**src/rtl/vga_timing_pkg.sv**
```systemverilog
// rtl/vga_timing_pkg.sv - VGA 640x480@60 default timing constants and helpers
package vga_timing_pkg;

  localparam int DEF_COUNT_W  = 10;

  localparam int DEF_H_ACTIVE = 640;
  localparam int DEF_H_FP     = 16;
  localparam int DEF_H_SYNC   = 96;
  localparam int DEF_H_BP     = 48;

  localparam int DEF_V_ACTIVE = 480;
  localparam int DEF_V_FP     = 10;
  localparam int DEF_V_SYNC   = 2;
  localparam int DEF_V_BP     = 33;

  localparam int DEF_H_SYNC_POL = 0;
  localparam int DEF_V_SYNC_POL = 0;

  // Positions along one axis: active, front porch, sync, back porch.
  function automatic int axis_total(input int active, input int fp, input int sync,
                                    input int bp);
    return active + fp + sync + bp;
  endfunction

endpackage

```
**src/rtl/vga_timing_gen_if.sv**
```systemverilog
// rtl/vga_timing_gen_if.sv - timing outputs bundle from generator to pixel pipeline
interface vga_timing_gen_if #(
  parameter int COUNT_W = 10
);

  logic [COUNT_W-1:0] o_Col_Count;
  logic [COUNT_W-1:0] o_Row_Count;
  logic               o_HSync;
  logic               o_VSync;
  logic               o_Active;
  logic               o_Line_Start;
  logic               o_Frame_Start;

  modport master (
    output o_Col_Count,
    output o_Row_Count,
    output o_HSync,
    output o_VSync,
    output o_Active,
    output o_Line_Start,
    output o_Frame_Start
  );

  modport slave (
    input o_Col_Count,
    input o_Row_Count,
    input o_HSync,
    input o_VSync,
    input o_Active,
    input o_Line_Start,
    input o_Frame_Start
  );

endinterface

```
**src/rtl/vga_axis_counter.sv**
```systemverilog
// rtl/vga_axis_counter.sv - one timing axis: position counter with sync/active decode
module vga_axis_counter
  import vga_timing_pkg::*;
#(
  parameter int W      = 10,
  parameter int ACTIVE = 640,
  parameter int FP     = 16,
  parameter int SYNC   = 96,
  parameter int BP     = 48,
  parameter int POL    = 0
) (
  input  logic         clk,
  input  logic         rst_n,
  input  logic         advance,
  output logic [W-1:0] count,
  output logic         sync,
  output logic         active,
  output logic         wrap_next
);

  localparam int TOTAL = axis_total(ACTIVE, FP, SYNC, BP);

  if (TOTAL > (2 ** W)) begin : g_chk_total
    $error("vga_axis_counter: total %0d does not fit in %0d bits", TOTAL, W);
  end
  if (ACTIVE < 1 || FP < 1 || SYNC < 1 || BP < 1) begin : g_chk_len
    $error("vga_axis_counter: every region must be at least 1 long");
  end
  if (POL != 0 && POL != 1) begin : g_chk_pol
    $error("vga_axis_counter: POL must be 0 or 1, got %0d", POL);
  end

  localparam logic [W-1:0] LAST       = W'(TOTAL - 1);
  localparam logic [W-1:0] ACTIVE_END = W'(ACTIVE);
  localparam logic [W-1:0] SYNC_BEGIN = W'(ACTIVE + FP);
  localparam logic [W-1:0] SYNC_END   = W'(ACTIVE + FP + SYNC);
  localparam logic         ASSERTED   = 1'(POL);

  logic [W-1:0] count_q;
  logic [W-1:0] count_nxt;

  assign count     = count_q;
  assign wrap_next = (count_q == LAST);

  always_comb begin
    count_nxt = count_q;
    if (advance) begin
      count_nxt = wrap_next ? '0 : count_q + W'(1);
    end
  end

  // Flags decode the next count so they change on the same edge as the counter.
  always_ff @(posedge clk or negedge rst_n) begin
    if (!rst_n) begin
      count_q <= '0;
      sync    <= ~ASSERTED;
      active  <= 1'b1;
    end else if (advance) begin
      count_q <= count_nxt;
      sync    <= (count_nxt >= SYNC_BEGIN && count_nxt < SYNC_END) ? ASSERTED : ~ASSERTED;
      active  <= (count_nxt < ACTIVE_END);
    end
  end

endmodule

```
**src/rtl/vga_timing_gen.sv**
```systemverilog
// rtl/vga_timing_gen.sv - VGA timing generator advancing on a pixel-enable strobe
module vga_timing_gen
  import vga_timing_pkg::*;
#(
  parameter int COUNT_W    = DEF_COUNT_W,
  parameter int H_ACTIVE   = DEF_H_ACTIVE,
  parameter int H_FP       = DEF_H_FP,
  parameter int H_SYNC     = DEF_H_SYNC,
  parameter int H_BP       = DEF_H_BP,
  parameter int V_ACTIVE   = DEF_V_ACTIVE,
  parameter int V_FP       = DEF_V_FP,
  parameter int V_SYNC     = DEF_V_SYNC,
  parameter int V_BP       = DEF_V_BP,
  parameter int H_SYNC_POL = DEF_H_SYNC_POL,
  parameter int V_SYNC_POL = DEF_V_SYNC_POL
) (
  input  logic              i_Clk,
  input  logic              i_Rst_L,
  input  logic              i_Pix_En,
  vga_timing_gen_if.master  vga
);

  logic h_wrap_next;
  logic v_wrap_next;
  logic h_active;
  logic v_active;
  logic v_advance;

  assign v_advance = i_Pix_En & h_wrap_next;

  vga_axis_counter #(
    .W      (COUNT_W),
    .ACTIVE (H_ACTIVE),
    .FP     (H_FP),
    .SYNC   (H_SYNC),
    .BP     (H_BP),
    .POL    (H_SYNC_POL)
  ) u_horiz (
    .clk       (i_Clk),
    .rst_n     (i_Rst_L),
    .advance   (i_Pix_En),
    .count     (vga.o_Col_Count),
    .sync      (vga.o_HSync),
    .active    (h_active),
    .wrap_next (h_wrap_next)
  );

  vga_axis_counter #(
    .W      (COUNT_W),
    .ACTIVE (V_ACTIVE),
    .FP     (V_FP),
    .SYNC   (V_SYNC),
    .BP     (V_BP),
    .POL    (V_SYNC_POL)
  ) u_vert (
    .clk       (i_Clk),
    .rst_n     (i_Rst_L),
    .advance   (v_advance),
    .count     (vga.o_Row_Count),
    .sync      (vga.o_VSync),
    .active    (v_active),
    .wrap_next (v_wrap_next)
  );

  assign vga.o_Active = h_active & v_active;

  // Strobes mark the cycle right after a wrapping advance, so they stay one clock wide.
  always_ff @(posedge i_Clk or negedge i_Rst_L) begin
    if (!i_Rst_L) begin
      vga.o_Line_Start  <= 1'b0;
      vga.o_Frame_Start <= 1'b0;
    end else begin
      vga.o_Line_Start  <= v_advance;
      vga.o_Frame_Start <= v_advance & v_wrap_next;
    end
  end

endmodule

```
**src/flat_wrapper.sv**
```systemverilog
// flat-port wrapper written by rule: the top's interface ports become plain ports
module vga_timing_gen_flat import vga_timing_pkg::*;
#(
  parameter int COUNT_W    = DEF_COUNT_W,
  parameter int H_ACTIVE   = DEF_H_ACTIVE,
  parameter int H_FP       = DEF_H_FP,
  parameter int H_SYNC     = DEF_H_SYNC,
  parameter int H_BP       = DEF_H_BP,
  parameter int V_ACTIVE   = DEF_V_ACTIVE,
  parameter int V_FP       = DEF_V_FP,
  parameter int V_SYNC     = DEF_V_SYNC,
  parameter int V_BP       = DEF_V_BP,
  parameter int H_SYNC_POL = DEF_H_SYNC_POL,
  parameter int V_SYNC_POL = DEF_V_SYNC_POL
)
  (i_Clk, i_Rst_L, i_Pix_En, vga_o_Col_Count, vga_o_Row_Count, vga_o_HSync, vga_o_VSync, vga_o_Active, vga_o_Line_Start, vga_o_Frame_Start);
  vga_timing_gen_if #(.COUNT_W(COUNT_W)) vga_i ();
  input  logic i_Clk;
  input  logic i_Rst_L;
  input  logic i_Pix_En;
  output wire logic [$bits(vga_i.o_Col_Count)-1:0] vga_o_Col_Count;
  output wire logic [$bits(vga_i.o_Row_Count)-1:0] vga_o_Row_Count;
  output wire logic [$bits(vga_i.o_HSync)-1:0] vga_o_HSync;
  output wire logic [$bits(vga_i.o_VSync)-1:0] vga_o_VSync;
  output wire logic [$bits(vga_i.o_Active)-1:0] vga_o_Active;
  output wire logic [$bits(vga_i.o_Line_Start)-1:0] vga_o_Line_Start;
  output wire logic [$bits(vga_i.o_Frame_Start)-1:0] vga_o_Frame_Start;
  assign vga_o_Col_Count = vga_i.o_Col_Count;
  assign vga_o_Row_Count = vga_i.o_Row_Count;
  assign vga_o_HSync = vga_i.o_HSync;
  assign vga_o_VSync = vga_i.o_VSync;
  assign vga_o_Active = vga_i.o_Active;
  assign vga_o_Line_Start = vga_i.o_Line_Start;
  assign vga_o_Frame_Start = vga_i.o_Frame_Start;
  vga_timing_gen #(.COUNT_W(COUNT_W), .H_ACTIVE(H_ACTIVE), .H_FP(H_FP), .H_SYNC(H_SYNC), .H_BP(H_BP), .V_ACTIVE(V_ACTIVE), .V_FP(V_FP), .V_SYNC(V_SYNC), .V_BP(V_BP), .H_SYNC_POL(H_SYNC_POL), .V_SYNC_POL(V_SYNC_POL)) u_core (.i_Clk(i_Clk), .i_Rst_L(i_Rst_L), .i_Pix_En(i_Pix_En), .vga(vga_i));
endmodule
```
**config.mk**
```make
export PLATFORM = sky130hd
export DESIGN_NAME = vga_timing_gen_flat
export DESIGN_NICKNAME = d
export VERILOG_FILES = /design/src/rtl/vga_timing_pkg.sv /design/src/rtl/vga_timing_gen_if.sv /design/src/rtl/vga_axis_counter.sv /design/src/rtl/vga_timing_gen.sv /design/src/flat_wrapper.sv
export SDC_FILE = /design/constraint.sdc
export NUM_CORES = 1
export LEC_CHECK = 0
export BUFFER_PORTS_ARGS = -buffer_cell sky130_fd_sc_hd__buf_2
export CORE_AREA = 3 3 58 60
export DETAILED_ROUTE_END_ITERATION = 10
export DIE_AREA = 0 0 61 63
export GPL_TIMING_DRIVEN = 0
export HOLD_SLACK_MARGIN = 0.05
export PLACE_DENSITY = 0.73
export SKIP_CTS_REPAIR_TIMING = 1
export SKIP_LAST_GASP = 1
export SLEW_MARGIN = 20
export SYNTH_ARGS = -nofsm -noshare
export SYNTH_HDL_FRONTEND = slang
export SYNTH_SLANG_ARGS = --single-unit
```
**constraint.sdc**
```tcl
create_clock -name i_Clk -period 2.5 [get_ports i_Clk]
set_input_delay 0.375 -clock i_Clk [delete_from_list [all_inputs] [get_ports i_Clk]]
set_output_delay 0.375 -clock i_Clk [all_outputs]
set_load 0.05 [all_outputs]
```
---- Word level (Yosys, flattened, before mapping) ----
Index checks and enable logic that the tools add are counted.
operators by class
  reductions and logical operators ........ 2
  mux-type cells .......................... 6
  equality and inequality tests ........... 2
  add/subtract/negate cells ............... 2
  shifts and indexed selects .............. 0
  bitwise logic cells ..................... 3
  order comparisons ....................... 6
  div/mod/pow operators ................... 0
  multiply operators ...................... 0
operator list
  cell                   count
  $mux 10                4
  $add 10x1->10 const B  2
  $eq 10x10->1 const B   2
  $lt 10x10->1 const B   2
  $lt 10x9->1 const B    2
  $ge 10x10->1 const B   1
  $ge 10x9->1 const B    1
  $and 1x1->1            3
  $logic_and 1x1->1      2
  $mux 1                 2
word-level totals
  output and inout bits ................... 25
  memory bits (writable) .................. 0
  memories kept ........................... 0
  input bits .............................. 3
  register bits ........................... 26
  bits in latches ......................... 0
  memory bits (read-only) ................. 0

---- Logic depth before layout (Yosys ltp) ----
  depth after elaboration ................. 6
  depth in mapped cells ................... 7
  gate-level depth less buffers ........... 6

---- Cells and area by module ----
Synthesis repeated with hierarchy kept, for this count alone.
second synthesis, totals
  cells, all modules ...................... 152
  area total of the unflattened synthesis .. 1478.9 µm²
by module, submodules not included
  module                              cells an instance  area each (µm²)  seq. area each (µm²)  times used
  vga_axis_counter at u_core.u_vert   80                 730.7            302.8                 1
  vga_axis_counter at u_core.u_horiz  67                 679.4            302.8                 1
  vga_timing_gen                      5                  68.8             50.0                  1

---- Least setup slack after synthesis ----
OpenSTA, ideal clock, no wires.
  path kind ............................... register to register
  start point ............................. register u_core.u_horiz.count_q[0], in the netlist u_core.u_horiz.count[0]
  end point ............................... register u_core.u_vert.sync
  data required time ...................... 2.417 ns
  library setup time ...................... 0.083 ns
  path slack .............................. -0.195 ns
  arrival ................................. 2.612 ns
  period minus slack after synthesis ...... 2.695 ns
  cell stages (with the launch flop) ...... 8
  cells stage by stage .................... dfrtp_1 -> ha_1 -> nand4_1 -> nand4bb_1 -> buf_2 -> or4_4 -> a221o_1 -> o32a_1
on the way
  cells in the longest elaborated chain, start to end .. 6
ends and longest elaborated chain
  what                                               RTL line                RTL
  from (decl)                                        vga_axis_counter.sv:39  logic [W-1:0] count_q;
  from (signal assigned)                             vga_axis_counter.sv:59  count_q <= count_nxt;
  $eq 10x10->1 (*)                                   vga_axis_counter.sv:43  assign wrap_next = (count_q == LAST);
  $and 1x1->1 (*)                                    vga_timing_gen.sv:29    assign v_advance = i_Pix_En & h_wrap_next;
  $mux 10                                            vga_axis_counter.sv:47  if (advance) begin
  $ge 10x9->1 / $lt 10x9->1 (equally long branches)  vga_axis_counter.sv:60  sync <= (count_nxt >= SYNC_BEGIN && count_nxt < SYNC_END) ? ASSERTED : ~ASSERTED;
  $logic_and 1x1->1                                  vga_axis_counter.sv:60
  $mux 1                                             vga_axis_counter.sv:60
  to (signal assigned)                               vga_axis_counter.sv:56  sync <= ~ASSERTED;
  to (signal assigned)                               vga_axis_counter.sv:60
  to (decl)                                          vga_axis_counter.sv:16  output logic sync,
Mark *: on every way between the ends. The rest lies on a longest branch, timed or not.
A chain may end at the register's enable or synchronous reset.

---- Worst setup path in the final report ----
Same ends and word-level chain as after synthesis.

==> reports/metrics.yaml <==
critical_path:
  crit_path_top_delay_cell: "or4_4"
  max_stage_delay_ns: 0.53
  start_kind: "flip-flop"
  crit_buf_inv: 1
  crit_cells: 7
  startpoint: "u_core.u_horiz.count[0]"
  rrSetupSlack_ns: 0.1
  r2r_cells: 7
  arrival_ns: 2.66
  cp-endpoint: "u_core.u_vert.sync"
  timing.rr.start: "u_core.u_horiz.count[0]"
  rr_endpoint: "u_core.u_vert.sync"
  critPathKind: "reg2reg"
  crit_path_end_kind: "flip-flop"
  path_cells: "ha_4, nand4_1, nand4bb_1, buf_4, or4_4, a221o_1, o32a_1"
  critPathRequiredTime_ns: 2.75
  cp_max_fo: 9
  critical-path-top-delay-family: "simple AND/OR/NAND/NOR gates"
yosys:
  syn_nets: 151
  synth.ff_latch_count: 26
  synth_edf_count: 0
  ys.flop_type: "dfrtp_1"
  synth.distinct_cells: 46
  async_reset_ff_share_pct: 100.0
  synth_seq_area_share_pct: 47.04
  avgSynthCellArea_um2: 9.613
  synth_area_mm2: 0.001394
  synth_cells: 145
  synth_warnings: 0
timing:
  worst_pin_slew_ns: 0.5639
  relSlewSlack_pct: 62.41
  timing.hold.ws_ns: 0.03443
  setup_viol: 0
  setup_tns_ns: 0
  finalWorstPathRequiredPeriod_ns: 2.405
  finalWorstSetupSlack_ns: 0.09536
  finalMaxSlewViolations: 0
  fmax_mhz: 415.9
  hold_violations: 0
  finalClockSkew_ns: 0.005456
  rsz0062_at_grt: "false"
  fin_crit_sh_pct: 96.19
cells_and_area:
  multi_input_area_um2: 706.9
  area_growth_pct: 16.34
  nNetsFinal: 183
  final_cell_mix: "27 x buf_2, 19 x dfrtp_1, 17 x nand2_1"
  diodes: 0
  fillerInstances: 281
  drive_gt1_share_pct: 25.00
  final_common_cell: "buf_2"
  regArea_um2: 659.4
  final_area_mm2: 0.001622
detailed_routing:
  drtIter0Drc: 59
  dr.pass1.iters: 4
  viasPerCell: 5.866
  drc: 0
  drt-wirelength-per-cell_um: 14.38
  routed_wl_mm: 3.005
  ant_nets: 0
  vias: 1226
hold_path:
  hp-class: "in2async"
clocking:
  ctsLongestPathBuffers: 2
  clock-sinks: 26
  path_clk_slew_ns: 0.13
  cts_root_buf: "clkbuf_4"
  htreeDepth: 1
  numCtsBuffers: 3
  clk_latency_ns: 0.31
  cts_tree: "built"
global_routing:
  grt_pass1_wl_mm: 5.050
  grtUsageMet2_pct: 26.87
  grt.met3_usage_pct: 2.686
  track_usage_pct: 16.73
  busiest_layer: "met2"
  antenna_found_initial: 0
  overflow: 0
  grt_max_degree: 27
  met1_usage_pct: 22.80
  grt_pass1_vias: 1145
floorplan:
  die_y_um: 63
  die_x_um: 61
  initial_core_util_pct: 46.81
  rows: 20
  pin_count: 28
  coreArea_mm2: 0.002978
  die-area_mm2: 0.003843
placed_design:
  placed_area_mm2: 0.001587
  post-place-ws_ns: 0.09562
  place_congestion: 0.8976
  hpwl_mm: 2.229
  port_buffers: 27
power_and_ir_drop:
  ir_drop_uv: 293.2
  power_leakage_nw: 0.7510
  power_density_mw_per_mm2: 638.0
status:
  status: "finished clean"
flow_run:
  maxCapViolCount: 0
final cells by class:
type	instances	share of cell area, %
Multi-Input combinational cell	108	43.60
Sequential cell	26	40.66
Timing Repair Buffer	27	8.333
Tap cell	33	2.546
Buffer	6	2.083
Clock buffer	4	1.620
Inverter	5	1.157
layer usage:
metal	part of all wire (%)	vias up
met5	0	-
met4	0.43	0
met3	4.3	2
met2	50	38
met1	45	603
li1	-	583
per-stage QoR:
stage / std cells / utilization (%) / power (W)
after floorplan: 145 / - / 0.0007795
after global placement: 205 / 53.28 / 0.0008594
after detailed placement: 205 / 53.28 / 0.0008630
after CTS: 209 / 54.16 / 0.001046
after global routing: 209 / 54.45 / 0.001093
final: 209 / 54.45 / 0.001034
cell usage after synthesis (2+ instances only):
cell	n	area [µm²]
nor3_1	4	20.02
xor2_1	5	43.79
nor2b_1	5	31.28
nor2_1	13	48.80
ha_1	3	37.54
or3_1	2	12.51
nand2_1	17	63.81
xnor2_1	5	43.79
dfstp_2	4	105.1
nor4_1	2	12.51
mux2_2	2	22.52
nand4_1	6	37.54
o21ai_0	10	50.05
inv_1	4	15.01
nand3_1	3	15.01
clkbuf_1	4	15.01
a31oi_1	2	12.51
o31ai_1	3	22.52
and2_1	3	18.77
dfrtp_1	22	550.5
where the power goes:
group	switching, W	internal (W)	leakage (nW)
sequential	0.0000490	0.000463	0.324
combinational	0.000249	0.0000968	0.412
clock	0.000114	0.0000622	0.0150
total	0.000412	0.000622	0.751
registers in the layout, indices dropped and copies added, names as in the netlist:
signal / flops
u_core.u_vert.active: 1
u_core.vga.o_Line_Start: 1
u_core.u_horiz.count: 10
u_core.u_horiz.sync: 1
u_core.vga.o_Frame_Start: 1
u_core.u_horiz.active: 1
u_core.u_vert.count: 10
u_core.u_vert.sync: 1
worst min-delay path by stage:
stage | startpoint | end | slack (ns) | cells after the start
after floorplan | i_Rst_L | u_core.u_horiz.count[0] | 0.08 | 0
after global placement | i_Rst_L | u_core.u_horiz.count[2] | 0.40 | 1
after detailed placement | i_Rst_L | u_core.u_horiz.count[2] | 0.41 | 1
after CTS | i_Rst_L | u_core.u_horiz.count[2] | 0.05 | 1
after global routing | i_Rst_L | u_core.u_horiz.count[1] | 0.06 | 1
final | i_Rst_L | u_core.u_horiz.count[8] | 0.03 | 1
cell families (layout without fill, tap and decap cells):
| logic type | count (synthesis) | in the layout | share of synthesized area, % |
|---|---|---|---|
| AND/OR/NAND/NOR | 65 | 65 | 25.23 |
| AO/OA/AOI/OAI | 27 | 27 | 12.84 |
| flip-flops | 26 | 26 | 47.04 |
| buffers and inverters | 11 | 42 | 3.589 |
| XOR/XNOR | 10 | 10 | 6.283 |
| adder cells (fa/ha/maj) | 3 | 3 | 2.693 |
| multiplexers | 3 | 3 | 2.334 |
Note: power is estimated with default switching activity, not from simulation.
